`config.mk`:
```
export PLATFORM = sky130hd
export DESIGN_NAME = mmr_ctrl
export DESIGN_NICKNAME = d
export VERILOG_FILES = /design/src/rtl/cpu_params_pkg.sv /design/src/rtl/mmr_addr_dec.sv /design/src/rtl/mmr_ctrl.sv
export SDC_FILE = /design/constraint.sdc
export NUM_CORES = 1
export LEC_CHECK = 0
export BUFFER_PORTS_ARGS = -buffer_cell sky130_fd_sc_hd__buf_4
export CORE_AREA = 2 2 115 117
export DETAILED_ROUTE_END_ITERATION = 7
export DIE_AREA = 0 0 117 119
export GPL_ROUTABILITY_DRIVEN = 0
export PLACE_DENSITY = 0.72
export SLEW_MARGIN = 10
export SYNTH_ARGS = -nofsm -noshare
export SYNTH_HDL_FRONTEND = slang
export SYNTH_SLANG_ARGS = --single-unit
export TNS_END_PERCENT = 50
```
`constraint.sdc`:
```
create_clock -name clk_in -period 5.74 [get_ports clk_in]
set_input_delay 0.574 -clock clk_in [delete_from_list [all_inputs] [get_ports clk_in]]
set_output_delay 0.574 -clock clk_in [all_outputs]
set_load 0.005 [all_outputs]
```
`src/rtl/cpu_params_pkg.sv`:
```
// Shared CPU parameters: register width, machine-timer MMR offsets and controller state type.
package cpu_params_pkg;

  localparam int RSZ     = 32;
  localparam int NUM_MMR = 5;

  localparam logic [7:0] MMR_MTIME_LO    = 8'h00;
  localparam logic [7:0] MMR_MTIME_HI    = 8'h04;
  localparam logic [7:0] MMR_MTIMECMP_LO = 8'h08;
  localparam logic [7:0] MMR_MTIMECMP_HI = 8'h0C;
  localparam logic [7:0] MMR_MSIP        = 8'h10;

  // Bit positions in the one-hot select produced by the address decoder.
  localparam int SEL_MTIME_LO    = 0;
  localparam int SEL_MTIME_HI    = 1;
  localparam int SEL_MTIMECMP_LO = 2;
  localparam int SEL_MTIMECMP_HI = 3;
  localparam int SEL_MSIP        = 4;

  typedef enum logic [1:0] {MMR_IDLE, MMR_EXEC, MMR_ACK} mmr_state_t;

endpackage

```
`src/rtl/mmr_addr_dec.sv`:
```
// Combinational decoder for a word-aligned 5-register MMR window: one-hot select plus error flag.
module mmr_addr_dec
  import cpu_params_pkg::*;
#(
  parameter logic [31:0] MMR_BASE = 32'hFFFF_0000,
  parameter int          ADDR_W   = 32
) (
  input  logic [ADDR_W-1:0]  addr,
  output logic [NUM_MMR-1:0] sel,
  output logic               err
);

  logic [ADDR_W-1:0] off;
  logic              in_range;

  always_comb begin
    off      = addr - ADDR_W'(MMR_BASE);
    // Checking the offset rather than BASE+0x10 keeps the window correct near address wrap.
    in_range = (addr >= ADDR_W'(MMR_BASE)) && (off <= ADDR_W'(MMR_MSIP));
    err      = !in_range || (addr[1:0] != 2'b00);
    sel      = '0;
    if (!err) begin
      case (off[4:2])
        3'd0:    sel[SEL_MTIME_LO]    = 1'b1;
        3'd1:    sel[SEL_MTIME_HI]    = 1'b1;
        3'd2:    sel[SEL_MTIMECMP_LO] = 1'b1;
        3'd3:    sel[SEL_MTIMECMP_HI] = 1'b1;
        3'd4:    sel[SEL_MSIP]        = 1'b1;
        default: sel = '0;
      endcase
    end
  end

endmodule

```
`src/rtl/mmr_ctrl.sv`:
```
// Bus-side controller for the machine-timer MMR block: IDLE -> EXEC -> ACK per request.
// Optional MMR_SNAPSHOT_EN: reading mtime lo latches mtime hi so a lo/hi read pair is carry-consistent.
module mmr_ctrl
  import cpu_params_pkg::*;
#(
  parameter logic [31:0] MMR_BASE = 32'hFFFF_0000,
  parameter int          ADDR_W   = 32
) (
  input  logic              clk_in,
  input  logic              reset_in,
  input  logic              mmr_req,
  input  logic              mmr_rw,
  input  logic [ADDR_W-1:0] mmr_addr,
  input  logic [RSZ-1:0]    mmr_wr_data,
  output logic              mmr_busy,
  output logic              mmr_ack,
  output logic              mmr_err,
  output logic [RSZ-1:0]    mmr_rd_data,
  output logic [RSZ-1:0]    irq_wr_data,
  output logic              mtime_lo_wr,
  output logic              mtime_hi_wr,
  output logic              mtimecmp_lo_wr,
  output logic              mtimecmp_hi_wr,
  output logic              msip_wr,
  input  logic [2*RSZ-1:0]  mtime,
  input  logic [2*RSZ-1:0]  mtimecmp,
  input  logic [RSZ-1:0]    msip_reg
);

  mmr_state_t        state_q, state_d;
  logic              rw_q, rw_d;
  logic [ADDR_W-1:0] addr_q, addr_d;
  logic [RSZ-1:0]    wdata_q, wdata_d;
  logic [RSZ-1:0]    rd_data_q, rd_data_d;
  logic [RSZ-1:0]    snap_q, snap_d;

  logic [NUM_MMR-1:0] sel;
  logic               dec_err;
  logic [NUM_MMR-1:0] wr_stb;
  logic [RSZ-1:0]     rd_mux;

  mmr_addr_dec #(.MMR_BASE(MMR_BASE), .ADDR_W(ADDR_W)) u_dec (
    .addr (addr_q),
    .sel  (sel),
    .err  (dec_err)
  );

  always_comb begin
    rd_mux = '0;
    case (1'b1)
      sel[SEL_MTIME_LO]:    rd_mux = mtime[RSZ-1:0];
`ifdef MMR_SNAPSHOT_EN
      sel[SEL_MTIME_HI]:    rd_mux = snap_q;
`else
      sel[SEL_MTIME_HI]:    rd_mux = mtime[2*RSZ-1:RSZ];
`endif
      sel[SEL_MTIMECMP_LO]: rd_mux = mtimecmp[RSZ-1:0];
      sel[SEL_MTIMECMP_HI]: rd_mux = mtimecmp[2*RSZ-1:RSZ];
      sel[SEL_MSIP]:        rd_mux = msip_reg;
      default:              rd_mux = '0;
    endcase
  end

  always_comb begin
    state_d   = state_q;
    rw_d      = rw_q;
    addr_d    = addr_q;
    wdata_d   = wdata_q;
    rd_data_d = rd_data_q;
    snap_d    = snap_q;
    case (state_q)
      MMR_IDLE: begin
        if (mmr_req) begin
          rw_d    = mmr_rw;
          addr_d  = mmr_addr;
          wdata_d = mmr_wr_data;
          state_d = MMR_EXEC;
        end
      end
      MMR_EXEC: begin
        state_d = MMR_ACK;
        if (dec_err)    rd_data_d = '0;
        else if (!rw_q) rd_data_d = rd_mux;
`ifdef MMR_SNAPSHOT_EN
        if (!dec_err && !rw_q && sel[SEL_MTIME_LO])
          snap_d = mtime[2*RSZ-1:RSZ];
        if (!dec_err && rw_q && (sel[SEL_MTIME_LO] || sel[SEL_MTIME_HI]))
          snap_d = '0;
`endif
      end
      MMR_ACK:  state_d = MMR_IDLE;
      default:  state_d = MMR_IDLE;
    endcase
  end

  always_ff @(posedge clk_in) begin
    if (reset_in) begin
      state_q   <= MMR_IDLE;
      rw_q      <= 1'b0;
      addr_q    <= '0;
      wdata_q   <= '0;
      rd_data_q <= '0;
      snap_q    <= '0;
    end else begin
      state_q   <= state_d;
      rw_q      <= rw_d;
      addr_q    <= addr_d;
      wdata_q   <= wdata_d;
      rd_data_q <= rd_data_d;
      snap_q    <= snap_d;
    end
  end

  // The decoder's select is one-hot, so gating it with EXEC/write keeps strobes exclusive.
  assign wr_stb = (state_q == MMR_EXEC && rw_q && !dec_err) ? sel : '0;

  assign mtime_lo_wr    = wr_stb[SEL_MTIME_LO];
  assign mtime_hi_wr    = wr_stb[SEL_MTIME_HI];
  assign mtimecmp_lo_wr = wr_stb[SEL_MTIMECMP_LO];
  assign mtimecmp_hi_wr = wr_stb[SEL_MTIMECMP_HI];
  assign msip_wr        = wr_stb[SEL_MSIP];

  assign mmr_busy    = (state_q == MMR_EXEC) || (state_q == MMR_ACK);
  assign mmr_ack     = (state_q == MMR_ACK);
  assign mmr_err     = (state_q == MMR_ACK) && dec_err;
  assign mmr_rd_data = rd_data_q;
  assign irq_wr_data = wdata_q;

endmodule
```
==> results summary <==
The post-layout total power came out at 1.82 mW. met2 is the most crowded layer. Yosys instantiated no cell more often than sky130_fd_sc_hd__nand2_1. The arrival time of data at the critical path endpoint came out at 2780 ps. The post-cts gate resize count came out at 0. The transition time at the pin with the least slew margin is 1110 ps. The via density per instance came out at 5.08. The worst clock skew came out at 11.0 ps. The number of hold buffers added after CTS came out at 0. The die is 117 µm wide. The detail route stage leaves a number of antenna-violating nets equal to 0. The largest voltage drop on the vdd net is 158 µV. The floorplan has 42 rows.

The number of instances in the synthesized netlist came out at between 600 and 700. The total clock sinks came out at between 90 and 100. The combined global-route utilization of all metal layers came out at 24.0%. The post-layout utilization of the core came out at 57.3%. The start-to-end type of the worst setup path is reg -> out. The antenna cell count is 0. The synthesis warning total came out at 0. For this design, the slowest cell found on the critical path is sky130_fd_sc_hd__nor4_2. In this run the clock root is driven by a sky130_fd_sc_hd__clkbuf_16. TritonCTS built the clock tree. In the post-synthesis netlist, the biggest area contributors are sky130_fd_sc_hd__dfxtp_1 41%, sky130_fd_sc_hd__nand2_1 11%, sky130_fd_sc_hd__a21oi_1 10%. The global-route met1 utilization is 27.7%. The source of the worst register-to-register timing path is addr_q[1]. The average instance area after synthesis is ~7.7 µm². The number of setup violations in the final report came out at 0. The length of the first detailed-routing pass in iterations came out at 8. The final period demand of the worst path is 3350 ps. The effective utilization at floorplan came out at about 37%. The overall die height came out at 119 µm. The worst flop-to-flop path endpoint is mmr_rd_data[30]. The H-tree was split into 3 levels. The tightest slew margin relative to the limit is 26.1%. The worst setup path is captured at a primary output. The pin count of the biggest net entering global routing is 71. The global routing usage on met3 is roughly 6.5%. Across all hold checks on the routed design, the worst slack comes to 453 ps.

For this design the ratio of total power to cell area is 247 nW/µm². The startpoint identified for the worst hold timing path is addr_q[18]. The setup slack at placement came out at 2290 ps. In this run the post-CTS setup repair buffer count came out at 0.

The number of storage elements in the synthesis netlist came out at 99. Of all cell types, the one taking the most synthesized area is sky130_fd_sc_hd__dfxtp_1. The count of flip-flops with a built-in enable after synthesis is 0. The count of nets after finishing is 1117. The core region is 12900 µm². The critical path launch point type is a register.

The fraction of layout instances using a drive strength above 1 is between 30 and 40%. The first-pass GRT wire length is 26400 µm. The final max-slew violation count is 0.

Synthesis produced a netlist with a net count of 853. The half-perimeter wire length of the detailed placement result is roughly 13000 µm. The sequential cell area came out at 1980 µm². The delay of the slowest cell on the worst path came out at 590 ps. The cell count of the worst reg-to-reg path came out at 5. The count of boundary I/O pins is 300. Along the worst path, the maximum fanout reaches 5.

The area occupied by multi-input gates came out at ~2600 µm². The count of different cell masters after synthesis is 35. The max-capacitance violation count is 0. The top cell type by area accounts for 41.5% of the synthesized area. The netlist area before placement is roughly 4800 µm². The first-iteration detailed-routing DRC count came out at between 500 and 600. The total global routing overflow is 0. The final layout contains routed wiring with a total length of between 15000 and 20000 µm. After filler insertion, the fill cell instance count of the layout stands at around 1300. The signal on the critical path passes through or4b_1 -> or4_4 -> nor4_2 -> nand4_1 -> nor2b_1 -> buf_4. After clock tree synthesis, the clock-pin slew on the worst setup and hold paths is around 60 ps.

TritonCTS created 9 clock buffers. The clock reaches the later pin of the worst-skew pair after 340 ps. The total number of vias is 5408. In the synthesized netlist, the cells that appear most often are 134 x sky130_fd_sc_hd__nand2_1, 99 x sky130_fd_sc_hd__dfxtp_1, 97 x sky130_fd_sc_hd__a21oi_1.

The number of antenna violations at the first check in global routing is 0. The run finished with clean final reports. The highest achievable clock rate is between 200 and 300 MHz. The type of the tightest min-delay check is reg -> reg. The critical path ends at mtime_lo_wr. Counting flops with an async set or reset pin after synthesis yields a share of 0%. The worst setup slack after layout came out at 2390 ps. The share of the cycle needed by the critical path after routing is 58.4%. The worst setup path startpoint is addr_q[1]. The worst-case register-to-register setup slack is around 2700 ps. The clock tree buffer depth came out at 2. The number of endpoints with negative hold slack in the final report came out at 0. Setup repair after global routing left no endpoint under its margin. The average routed wire per standard cell came out at 16.4 µm.

The aggregate negative setup slack is 0 ps. The cell leakage power came out at about 3.3 nW. The count of port buffers added during placement is 299. The full die area came out at about 14000 µm².

The post-detailed-route DRC marker count is 0. The portion of the post-synthesis area used by sequential elements came out at 41.5%. The number of global-route vias before repair came out at 5299.

Global routing consumed, on the met2 layer, approximately two fifths of the routing resources. From synthesis to final layout, the design area changed by 54.2%. For the worst setup path, the data required time is 5170 ps.

The dominant synthesized flop cell is sky130_fd_sc_hd__dfxtp_1.
worst max-delay path: cells and delay by family (launching register included):
kind | cells | cell delay [ps]
simple gates | 5 | 2010
flops | 1 | 310
buf+inv | 1 | 120
metal layers:
layer  wire length, µm  vias to the layer above
met5                 0                        -
met4               442                        0
met3              1690                       28
met2              8470                      254
met1              6820                     2451
li1                  -                     2675
layout by cell type (no fill, tap or decap), types with 2 or more instances in the layout:
master and n:
sky130_fd_sc_hd__nand2b_1 33, sky130_fd_sc_hd__nor2b_2 2, sky130_fd_sc_hd__nand3_1 2, sky130_fd_sc_hd__dfxtp_1 99, sky130_fd_sc_hd__inv_1 3, sky130_fd_sc_hd__or4_4 2
sky130_fd_sc_hd__ha_1 4, sky130_fd_sc_hd__mux2i_1 2, sky130_fd_sc_hd__nand4b_1 2, sky130_fd_sc_hd__nor2_1 70, sky130_fd_sc_hd__a21oi_1 97, sky130_fd_sc_hd__nor2b_1 33
sky130_fd_sc_hd__o2bb2ai_1 32, sky130_fd_sc_hd__buf_4 306, sky130_fd_sc_hd__nand4_1 2, sky130_fd_sc_hd__clkbuf_16 9, sky130_fd_sc_hd__nor4_1 2, sky130_fd_sc_hd__clkinvlp_4 2
sky130_fd_sc_hd__a222oi_1 32, sky130_fd_sc_hd__nand2_1 133
stage by stage:
step | cells | cell area, µm²
floorplan | 621 | 4780
global placement | 1050 | 7090
finish | 1065 | 7370
global route | 1065 | 7370
CTS | 1065 | 7370
detailed placement | 1050 | 7090
kinds of logic after synthesis:
group / after synthesis / synth area share (%)
AO/OA/AOI/OAI: 166 / 23.7
XOR/XNOR: 1 / 0.183
adder cells (fa/ha/maj): 4 / 1.05
buffers and inverters: 56 / 4.97
flip-flops: 99 / 41.5
multiplexers: 2 / 0.419
AND/OR/NAND/NOR: 293 / 28.2
sequential cells by signal (all words and copies together) (netlist names):
register	cells
addr_q	32
irq_wr_data	32
mmr_rd_data	32
rw_q	1
state_q	2
report_power, final:
part / total, mW / switching (mW) / internal [mW] / leakage (nW)
registers: 0.763 / 0.0300 / 0.733 / 0.807
logic: 0.496 / 0.254 / 0.242 / 2.34
clock network: 0.565 / 0.260 / 0.305 / 0.131
total: 1.82 / 0.544 / 1.28 / 3.28
worst min-delay path by stage:
stage	end	slack [ps]	cells after the start
2_1_floorplan	addr_q[0]	430	2
3_3_place_gp	irq_wr_data[5]	440	2
3_5_place_dp	addr_q[0]	440	2
4_1_cts	addr_q[11]	460	2
5_1_grt	addr_q[28]	470	3
6_report	addr_q[18]	450	2
area by class of cell:
type / instances / share of cell area [%]
repair buffers: 306 / 31.2
inverters: 3 / 0.153
flip-flops and latches: 99 / 26.9
well taps: 176 / 2.99
clock buffers: 10 / 3.24
clock inverters: 5 / 0.509
multi-input cells: 466 / 35.1
Note: power is estimated with default switching activity, not from simulation.
